File: src/rtl/id_stage_pipe_if.sv
// id_stage_pipe_if: fetch-side handshake bus between the IF stage and the
// decode stage.
//   i_valid  IF presents an instruction
//   o_ready  decode stage accepts the instruction this cycle
//   i_instr  32-bit instruction word
//   i_pc     instruction PC (XLEN bits)
// master = IF side, slave = decode side.
interface id_stage_pipe_if #(
    parameter int XLEN = 32
);
    logic            i_valid;
    logic            o_ready;
    logic [31:0]     i_instr;
    logic [XLEN-1:0] i_pc;

    modport master (output i_valid, i_instr, i_pc, input o_ready);
    modport slave  (input  i_valid, i_instr, i_pc, output o_ready);
endinterface

File: src/rtl/id_stage_pipe.sv
// id_stage_pipe: RISC-V decode stage with a registered ID/EX boundary.
// Decodes control, generates the immediate, reads an internal register file
// (optional write-back bypass) and holds the result in the ID/EX register.
// Handles load-use stalls with bubble insertion, EX back-pressure and flush.
// Ports:
//   i_clk, i_reset_n          clock (rising edge), async active-low reset
//   fetch (slave)             i_valid / o_ready / i_instr / i_pc from IF
//   i_flush                   kill ID/EX entry and the incoming instruction
//   i_exReady                 EX accepts the ID/EX entry
//   i_wrSig/i_wrReg/i_wrData  write-back port
//   o_valid, o_pc, o_rdData1, o_rdData2, o_immediate, o_rs1, o_rs2, o_rd,
//   o_ctrlEX {ALUop,ALUsrc,funct3,funct7}, o_ctrlMEM {Branch,MemRead,MemWrite},
//   o_ctrlWB {RegWrite,MemToReg}, o_illegal   registered ID/EX entry
module id_stage_pipe #(
    parameter int XLEN      = 32,
    parameter int NREGS     = 32,
    parameter int BYPASS_EN = 1,
    localparam int AW       = $clog2(NREGS)
) (
    input  logic              i_clk,
    input  logic              i_reset_n,
    id_stage_pipe_if.slave    fetch,
    input  logic              i_flush,
    input  logic              i_exReady,
    input  logic              i_wrSig,
    input  logic [AW-1:0]     i_wrReg,
    input  logic [XLEN-1:0]   i_wrData,
    output logic              o_valid,
    output logic [XLEN-1:0]   o_pc,
    output logic [XLEN-1:0]   o_rdData1,
    output logic [XLEN-1:0]   o_rdData2,
    output logic [XLEN-1:0]   o_immediate,
    output logic [AW-1:0]     o_rs1,
    output logic [AW-1:0]     o_rs2,
    output logic [AW-1:0]     o_rd,
    output logic [12:0]       o_ctrlEX,
    output logic [2:0]        o_ctrlMEM,
    output logic [1:0]        o_ctrlWB,
    output logic              o_illegal
);
    typedef enum logic [6:0] {
        OP_R      = 7'b0110011,
        OP_IALU   = 7'b0010011,
        OP_LOAD   = 7'b0000011,
        OP_STORE  = 7'b0100011,
        OP_BRANCH = 7'b1100011,
        OP_LUI    = 7'b0110111,
        OP_AUIPC  = 7'b0010111,
        OP_JAL    = 7'b1101111,
        OP_JALR   = 7'b1100111
    } opcode_e;

    logic [XLEN-1:0] regs [NREGS];

    logic [31:0]     instr;
    opcode_e         opcode;
    logic [AW-1:0]   rs1, rs2, rd;
    logic [31:0]     imm_i, imm_s, imm_b, imm_u, imm_j;

    logic [1:0]      alu_op;
    logic            alu_src, branch, mem_read, mem_write, reg_write, mem_to_reg;
    logic            illegal, rs1_used, rs2_used;
    logic [XLEN-1:0] imm;
    logic [12:0]     ctrl_ex;
    logic [XLEN-1:0] rd_data1, rd_data2;
    logic            adv, haz, accept;

    assign instr  = fetch.i_instr;
    assign opcode = opcode_e'(instr[6:0]);
    assign rs1    = instr[15 +: AW];
    assign rs2    = instr[20 +: AW];
    assign rd     = instr[7 +: AW];

    assign imm_i = {{20{instr[31]}}, instr[31:20]};
    assign imm_s = {{20{instr[31]}}, instr[31:25], instr[11:7]};
    assign imm_b = {{19{instr[31]}}, instr[31], instr[7], instr[30:25], instr[11:8], 1'b0};
    assign imm_u = {instr[31:12], 12'b0};
    assign imm_j = {{11{instr[31]}}, instr[31], instr[19:12], instr[20], instr[30:21], 1'b0};

    always_comb begin
        alu_op     = '0;
        alu_src    = 1'b0;
        branch     = 1'b0;
        mem_read   = 1'b0;
        mem_write  = 1'b0;
        reg_write  = 1'b0;
        mem_to_reg = 1'b0;
        illegal    = 1'b0;
        rs1_used   = 1'b0;
        rs2_used   = 1'b0;
        imm        = '0;
        case (opcode)
            OP_R: begin
                alu_op = 2'b10; reg_write = 1'b1;
                rs1_used = 1'b1; rs2_used = 1'b1;
            end
            OP_IALU: begin
                alu_op = 2'b10; alu_src = 1'b1; reg_write = 1'b1;
                rs1_used = 1'b1; imm = XLEN'($signed(imm_i));
            end
            OP_LOAD: begin
                alu_src = 1'b1; mem_read = 1'b1; reg_write = 1'b1; mem_to_reg = 1'b1;
                rs1_used = 1'b1; imm = XLEN'($signed(imm_i));
            end
            OP_STORE: begin
                alu_src = 1'b1; mem_write = 1'b1;
                rs1_used = 1'b1; rs2_used = 1'b1; imm = XLEN'($signed(imm_s));
            end
            OP_BRANCH: begin
                alu_op = 2'b01; branch = 1'b1;
                rs1_used = 1'b1; rs2_used = 1'b1; imm = XLEN'($signed(imm_b));
            end
            OP_LUI, OP_AUIPC: begin
                alu_src = 1'b1; reg_write = 1'b1; imm = XLEN'($signed(imm_u));
            end
            OP_JAL: begin
                alu_src = 1'b1; reg_write = 1'b1; branch = 1'b1;
                imm = XLEN'($signed(imm_j));
            end
            OP_JALR: begin
                alu_src = 1'b1; reg_write = 1'b1; branch = 1'b1;
                rs1_used = 1'b1; imm = XLEN'($signed(imm_i));
            end
            default: illegal = 1'b1;
        endcase
    end

    // Unknown opcodes zero the whole control word, raw funct fields included.
    assign ctrl_ex = illegal ? '0 : {alu_op, alu_src, instr[14:12], instr[31:25]};

    always_comb begin
        rd_data1 = regs[rs1];
        rd_data2 = regs[rs2];
        if (BYPASS_EN != 0 && i_wrSig && i_wrReg == rs1) rd_data1 = i_wrData;
        if (BYPASS_EN != 0 && i_wrSig && i_wrReg == rs2) rd_data2 = i_wrData;
        if (rs1 == '0) rd_data1 = '0;
        if (rs2 == '0) rd_data2 = '0;
    end

    assign adv = !o_valid || i_exReady;
    assign haz = o_valid && o_ctrlMEM[1] && (o_rd != '0) &&
                 ((rs1_used && rs1 == o_rd) || (rs2_used && rs2 == o_rd));
    // A flush consumes the incoming instruction, so the stage is ready then too.
    assign fetch.o_ready = i_reset_n && (i_flush || (adv && !haz));
    assign accept = fetch.i_valid && fetch.o_ready;

    always_ff @(posedge i_clk or negedge i_reset_n) begin
        if (!i_reset_n) begin
            for (int unsigned i = 0; i < NREGS; i++) regs[i] <= '0;
        end else if (i_wrSig && i_wrReg != '0) begin
            regs[i_wrReg] <= i_wrData;
        end
    end

    always_ff @(posedge i_clk or negedge i_reset_n) begin
        if (!i_reset_n) begin
            o_valid     <= 1'b0;
            o_pc        <= '0;
            o_rdData1   <= '0;
            o_rdData2   <= '0;
            o_immediate <= '0;
            o_rs1       <= '0;
            o_rs2       <= '0;
            o_rd        <= '0;
            o_ctrlEX    <= '0;
            o_ctrlMEM   <= '0;
            o_ctrlWB    <= '0;
            o_illegal   <= 1'b0;
        end else if (i_flush) begin
            o_valid <= 1'b0;
        end else if (adv && accept) begin
            o_valid     <= 1'b1;
            o_pc        <= fetch.i_pc;
            o_rdData1   <= rd_data1;
            o_rdData2   <= rd_data2;
            o_immediate <= imm;
            o_rs1       <= rs1;
            o_rs2       <= rs2;
            o_rd        <= rd;
            o_ctrlEX    <= ctrl_ex;
            o_ctrlMEM   <= {branch, mem_read, mem_write};
            o_ctrlWB    <= {reg_write, mem_to_reg};
            o_illegal   <= illegal;
        end else if (adv) begin
            o_valid <= 1'b0;
        end
    end
endmodule

File: src/flat_wrapper.sv
// flat-port wrapper written by rule: the top's interface ports become plain ports
module id_stage_pipe_flat 
#(
    parameter int XLEN      = 32,
    parameter int NREGS     = 32,
    parameter int BYPASS_EN = 1,
    localparam int AW       = $clog2(NREGS)
)
  (i_clk, i_reset_n, i_flush, i_exReady, i_wrSig, i_wrReg, i_wrData, o_valid, o_pc, o_rdData1, o_rdData2, o_immediate, o_rs1, o_rs2, o_rd, o_ctrlEX, o_ctrlMEM, o_ctrlWB, o_illegal, fetch_i_valid, fetch_i_instr, fetch_i_pc, fetch_o_ready);
  id_stage_pipe_if #(.XLEN(XLEN)) fetch_i ();
  input  logic i_clk;
  input  logic i_reset_n;
  input  logic i_flush;
  input  logic i_exReady;
  input  logic i_wrSig;
  input  logic [AW-1:0] i_wrReg;
  input  logic [XLEN-1:0] i_wrData;
  output logic o_valid;
  output logic [XLEN-1:0] o_pc;
  output logic [XLEN-1:0] o_rdData1;
  output logic [XLEN-1:0] o_rdData2;
  output logic [XLEN-1:0] o_immediate;
  output logic [AW-1:0] o_rs1;
  output logic [AW-1:0] o_rs2;
  output logic [AW-1:0] o_rd;
  output logic [12:0] o_ctrlEX;
  output logic [2:0] o_ctrlMEM;
  output logic [1:0] o_ctrlWB;
  output logic o_illegal;
  input wire logic [$bits(fetch_i.i_valid)-1:0] fetch_i_valid;
  input wire logic [$bits(fetch_i.i_instr)-1:0] fetch_i_instr;
  input wire logic [$bits(fetch_i.i_pc)-1:0] fetch_i_pc;
  output wire logic [$bits(fetch_i.o_ready)-1:0] fetch_o_ready;
  assign fetch_i.i_valid = fetch_i_valid;
  assign fetch_i.i_instr = fetch_i_instr;
  assign fetch_i.i_pc = fetch_i_pc;
  assign fetch_o_ready = fetch_i.o_ready;
  id_stage_pipe #(.XLEN(XLEN), .NREGS(NREGS), .BYPASS_EN(BYPASS_EN)) u_core (.i_clk(i_clk), .i_reset_n(i_reset_n), .fetch(fetch_i), .i_flush(i_flush), .i_exReady(i_exReady), .i_wrSig(i_wrSig), .i_wrReg(i_wrReg), .i_wrData(i_wrData), .o_valid(o_valid), .o_pc(o_pc), .o_rdData1(o_rdData1), .o_rdData2(o_rdData2), .o_immediate(o_immediate), .o_rs1(o_rs1), .o_rs2(o_rs2), .o_rd(o_rd), .o_ctrlEX(o_ctrlEX), .o_ctrlMEM(o_ctrlMEM), .o_ctrlWB(o_ctrlWB), .o_illegal(o_illegal));
endmodule
File: config.mk
export PLATFORM = sky130hd
export DESIGN_NAME = id_stage_pipe_flat
export DESIGN_NICKNAME = d
export VERILOG_FILES = /design/src/rtl/id_stage_pipe_if.sv /design/src/rtl/id_stage_pipe.sv /design/src/flat_wrapper.sv
export SDC_FILE = /design/constraint.sdc
export NUM_CORES = 2
export LEC_CHECK = 0
export ABC_CLOCK_PERIOD_IN_PS = 5600
export BUFFER_PORTS_ARGS = -buffer_cell sky130_fd_sc_hd__buf_2
export CAP_MARGIN = 20
export CORE_MARGIN = 1.5
export CORE_UTILIZATION = 35
export DETAILED_ROUTE_END_ITERATION = 16
export SYNTH_ARGS = -nofsm -noshare
export SYNTH_HDL_FRONTEND = slang
export SYNTH_SLANG_ARGS = --single-unit
File: constraint.sdc
create_clock -name i_clk -period 5.6 [get_ports i_clk]
set_clock_uncertainty 0.1 [all_clocks]
set_input_delay 0.28 -clock i_clk [delete_from_list [all_inputs] [get_ports i_clk]]
set_output_delay 0.28 -clock i_clk [all_outputs]
set_load 0.02 [all_outputs]
==> flow_summary.yaml <==
clock_tree:
  ctsHoldBuffers: 87
  cts_buffer_depth: 3
  cts_setup_buffers: 0
  postCtsResizedCells: 0
  clock-root-buffer: "clkbuf_16"
  cts_tree: "done"
  clock_latency_ns: 0.78
  htree_levels: 4
  clk_pin_slew_ns: 0.06
  cts.sinks: 1186
  cts_buffers: 133
yosys:
  synthCells: 4257
  yosys.area.top_type: "dfrtp_1"
  synth_common_cells: "1186 x dfrtp_1, 1114 x mux2_2, 439 x mux4_2"
  yosysWarnings: 0
  synth_area_leaders: "dfrtp_1 48%, mux2_2 20%, mux4_2 16%"
  synth_ff_type: "dfrtp_1"
  ys_types: 51
  netlist_area_mm2: 0.0617
  ys_ff_latch: 1186
  synth_top_area_share: 0.481
  syn_avg_cell_area_um2: 14.5
  async_reset_ff_frac: 1.00
  synth_nets: 4364
  synth_most_common_cell: "dfrtp_1"
  synth_edf_count: 0
  seq_area_frac_synth: 0.481
placed_design:
  place_inst: 6481
  portBuffers: 270
  place_congestion: 0.838
  hpwl_mm: 124
pwr:
  power.net_switching_w: 0.00726
  power_frac_clock: 0.350
  comb_power_share: 0.202
  p_int_w: 0.0184
  netSwitchingFraction: 0.283
  p_leak_nw: 30.5
  ir_worst_vdd_v: 0.000236
  powerDensity_mw_per_mm2: 363
  seqPwrFrac: 0.448
timing:
  worst_pin_slew_ns: 1.21
  rsz0062_at_grt: "false"
  slew-limit-headroom: 0.193
  finalHoldViolCount: 0
  setup_viol: 0
  fin_crit_sh: 0.643
  fmax_mhz: 278
  final.setup.tns_ns: 0
  slew_violations: 0
  finalCriticalPeriod_ns: 3.60
setup_path:
  critical_path_class: "in2out"
  path_delay_family: "buffers and inverters"
  path_max_fanout: 27
  cpMostUsedCell: "buf_4"
  path_buf_inv: 4
  cp_slowest_cell: "o211ai_4"
  arrival_ns: 3.22
  cp-start-kind: "primary input"
  path_cells: "dlygate4sd3_1, buf_4, xor2_1, nor3_1, o211ai_4, buf_4, o311a_1, buf_2"
  max_stage_delay_ns: 0.68
  required_ns: 5.22
  end_kind: "primary output"
global_routing:
  grt_overflow: 0
  grt_pass1_vias: 41572
  grt_max_degree: 150
  gr-usage-all-layers: 0.232
  grt_pass1_wl_mm: 305
  antenna_found_initial: 14
finish:
  drive_gt1_frac: 0.491
  fin_cells: 6813
  synthToLayoutAreaGrowth_pct: 14.3
  final_nets: 4487
  n_fill_cell: 16037
floorplan:
  start_util: 0.354
  io_pins: 271
  fp-row-count: 153
  fp.dieH_um: 423
  dieArea_mm2: 0.179
  dieWidth_um: 423
  core-area_mm2: 0.174
flow_run:
  drv_cap: 0
routing:
  drtIter0Drc: 4027
  routed_wl_mm: 209
  viasPerCell: 5.99
  wire_per_inst_um: 30.6
  ant_nets: 0
  vias: 40776
  drt-pass1-iter-count: 6
  remaining_drc_errors: 0
run_status:
  status: "finished clean"
min_path:
  hold_path.class: "in2async"
==> power groups by stage <==
stage | clock network (W) | logic, W | registers (W)
CTS | 0.00911 | 0.00520 | 0.0114
floorplan | 0 | 0.00361 | 0.0113
finish | 0.00896 | 0.00519 | 0.0115
detailed placement | 0 | 0.00513 | 0.0116
global route | 0.00944 | 0.00554 | 0.0117
global placement | 0 | 0.00503 | 0.0115
==> path summary, 6_finish.rpt <==
check                                                        end  cells after the start                     startpoint  slack, ns
worst min register to register     u_core.regs[1015]$_DFFE_PN0P_                      0  u_core.regs[1015]$_DFFE_PN0P_       0.29
min in group i_clk              u_core.o_rdData1[10]$_DFFE_PN0P_                      3                   i_wrData[10]       0.07
worst min-delay path                u_core.regs[583]$_DFFE_PN0P_                      3                      i_reset_n       0.06
worst max register to register        u_core.o_valid$_DFFE_PN0P_                      7     u_core.o_rd[4]$_DFFE_PN0P_       2.06
max in group asynchronous           u_core.regs[561]$_DFFE_PN0P_                      4                      i_reset_n       3.55
worst max-delay path                               fetch_o_ready                      8              fetch_i_instr[16]       2.00
==> registers in the layout, summed over array words and instances, names as in the netlist <==
signal,flops
u_core.o_ctrlEX,13
u_core.o_pc,32
u_core.regs,1024
u_core.o_rdData1,32
u_core.o_rd,5
u_core.o_rdData2,32
u_core.o_illegal,1
u_core.o_valid,1
u_core.o_rs2,5
u_core.o_rs1,5
u_core.o_immediate,32
u_core.o_ctrlWB,2
u_core.o_ctrlMEM,2
==> cells by family (layout without fill, tap and decap cells) <==
kind of cell	count (synthesis)	in the layout	share of synthesized area
multiplexers	1805	1805	0.405
XOR/XNOR	20	20	0.00320
buffers and inverters	540	764	0.0383
flip-flops	1186	1186	0.481
other	0	7	0
AND/OR/NAND/NOR	239	239	0.0211
AO/OA/AOI/OAI	467	467	0.0515
==> worst min-delay path: stages <==
cell and delay [ns]:
dlygate4sd3_1 0.57, buf_12 0.19, buf_16 0.25
==> cell type report <==
| class | instances | area [um2] | area share |
|---|---|---|---|
| clock buffer | 199 | 4030 | 0.0571 |
| timing repair buffer | 464 | 3300 | 0.0468 |
| tap | 2325 | 2910 | 0.0413 |
| multi-input combinational | 2531 | 29900 | 0.424 |
| clock inverter | 37 | 412 | 0.00584 |
| antenna | 7 | 17.5 | 0.000249 |
| inverter | 64 | 245 | 0.00348 |
| sequential | 1186 | 29700 | 0.421 |
==> placed cells by master (no fill, tap or decap), types with 63 or more instances in the layout <==
cell type,n
mux4_2,439
buf_4,95
clkbuf_16,141
o221ai_1,63
mux2_2,1114
a21oi_1,93
buf_2,262
dfrtp_1,1186
mux2i_1,250
dlygate4sd3_1,86
a22oi_1,104
inv_1,63
o22ai_1,63
==> routing by layer <==
metal / track usage / routed length (um) / vias up
li1: - / - / 16584
met1: 0.302 / 84700 / 22041
met2: 0.379 / 101000 / 1718
met3: 0.0460 / 14600 / 431
met4: 0.0909 / 8110 / 2
met5: 0 / 16 / -
==> through the flow <==
step	util	area, um2	hold slack [ns]	setup slack (ns)	power (W)
floorplan	-	61700	-0.116	3.22	0.0149
global placement	0.373	65000	0.0980	1.91	0.0166
detailed placement	0.373	65100	0.102	1.85	0.0167
CTS	0.404	70400	0.00368	1.99	0.0257
global route	0.404	70500	0.0490	1.92	0.0267
finish	0.404	70500	0.0615	2.00	0.0256
(Power assumes the default switching activity.)
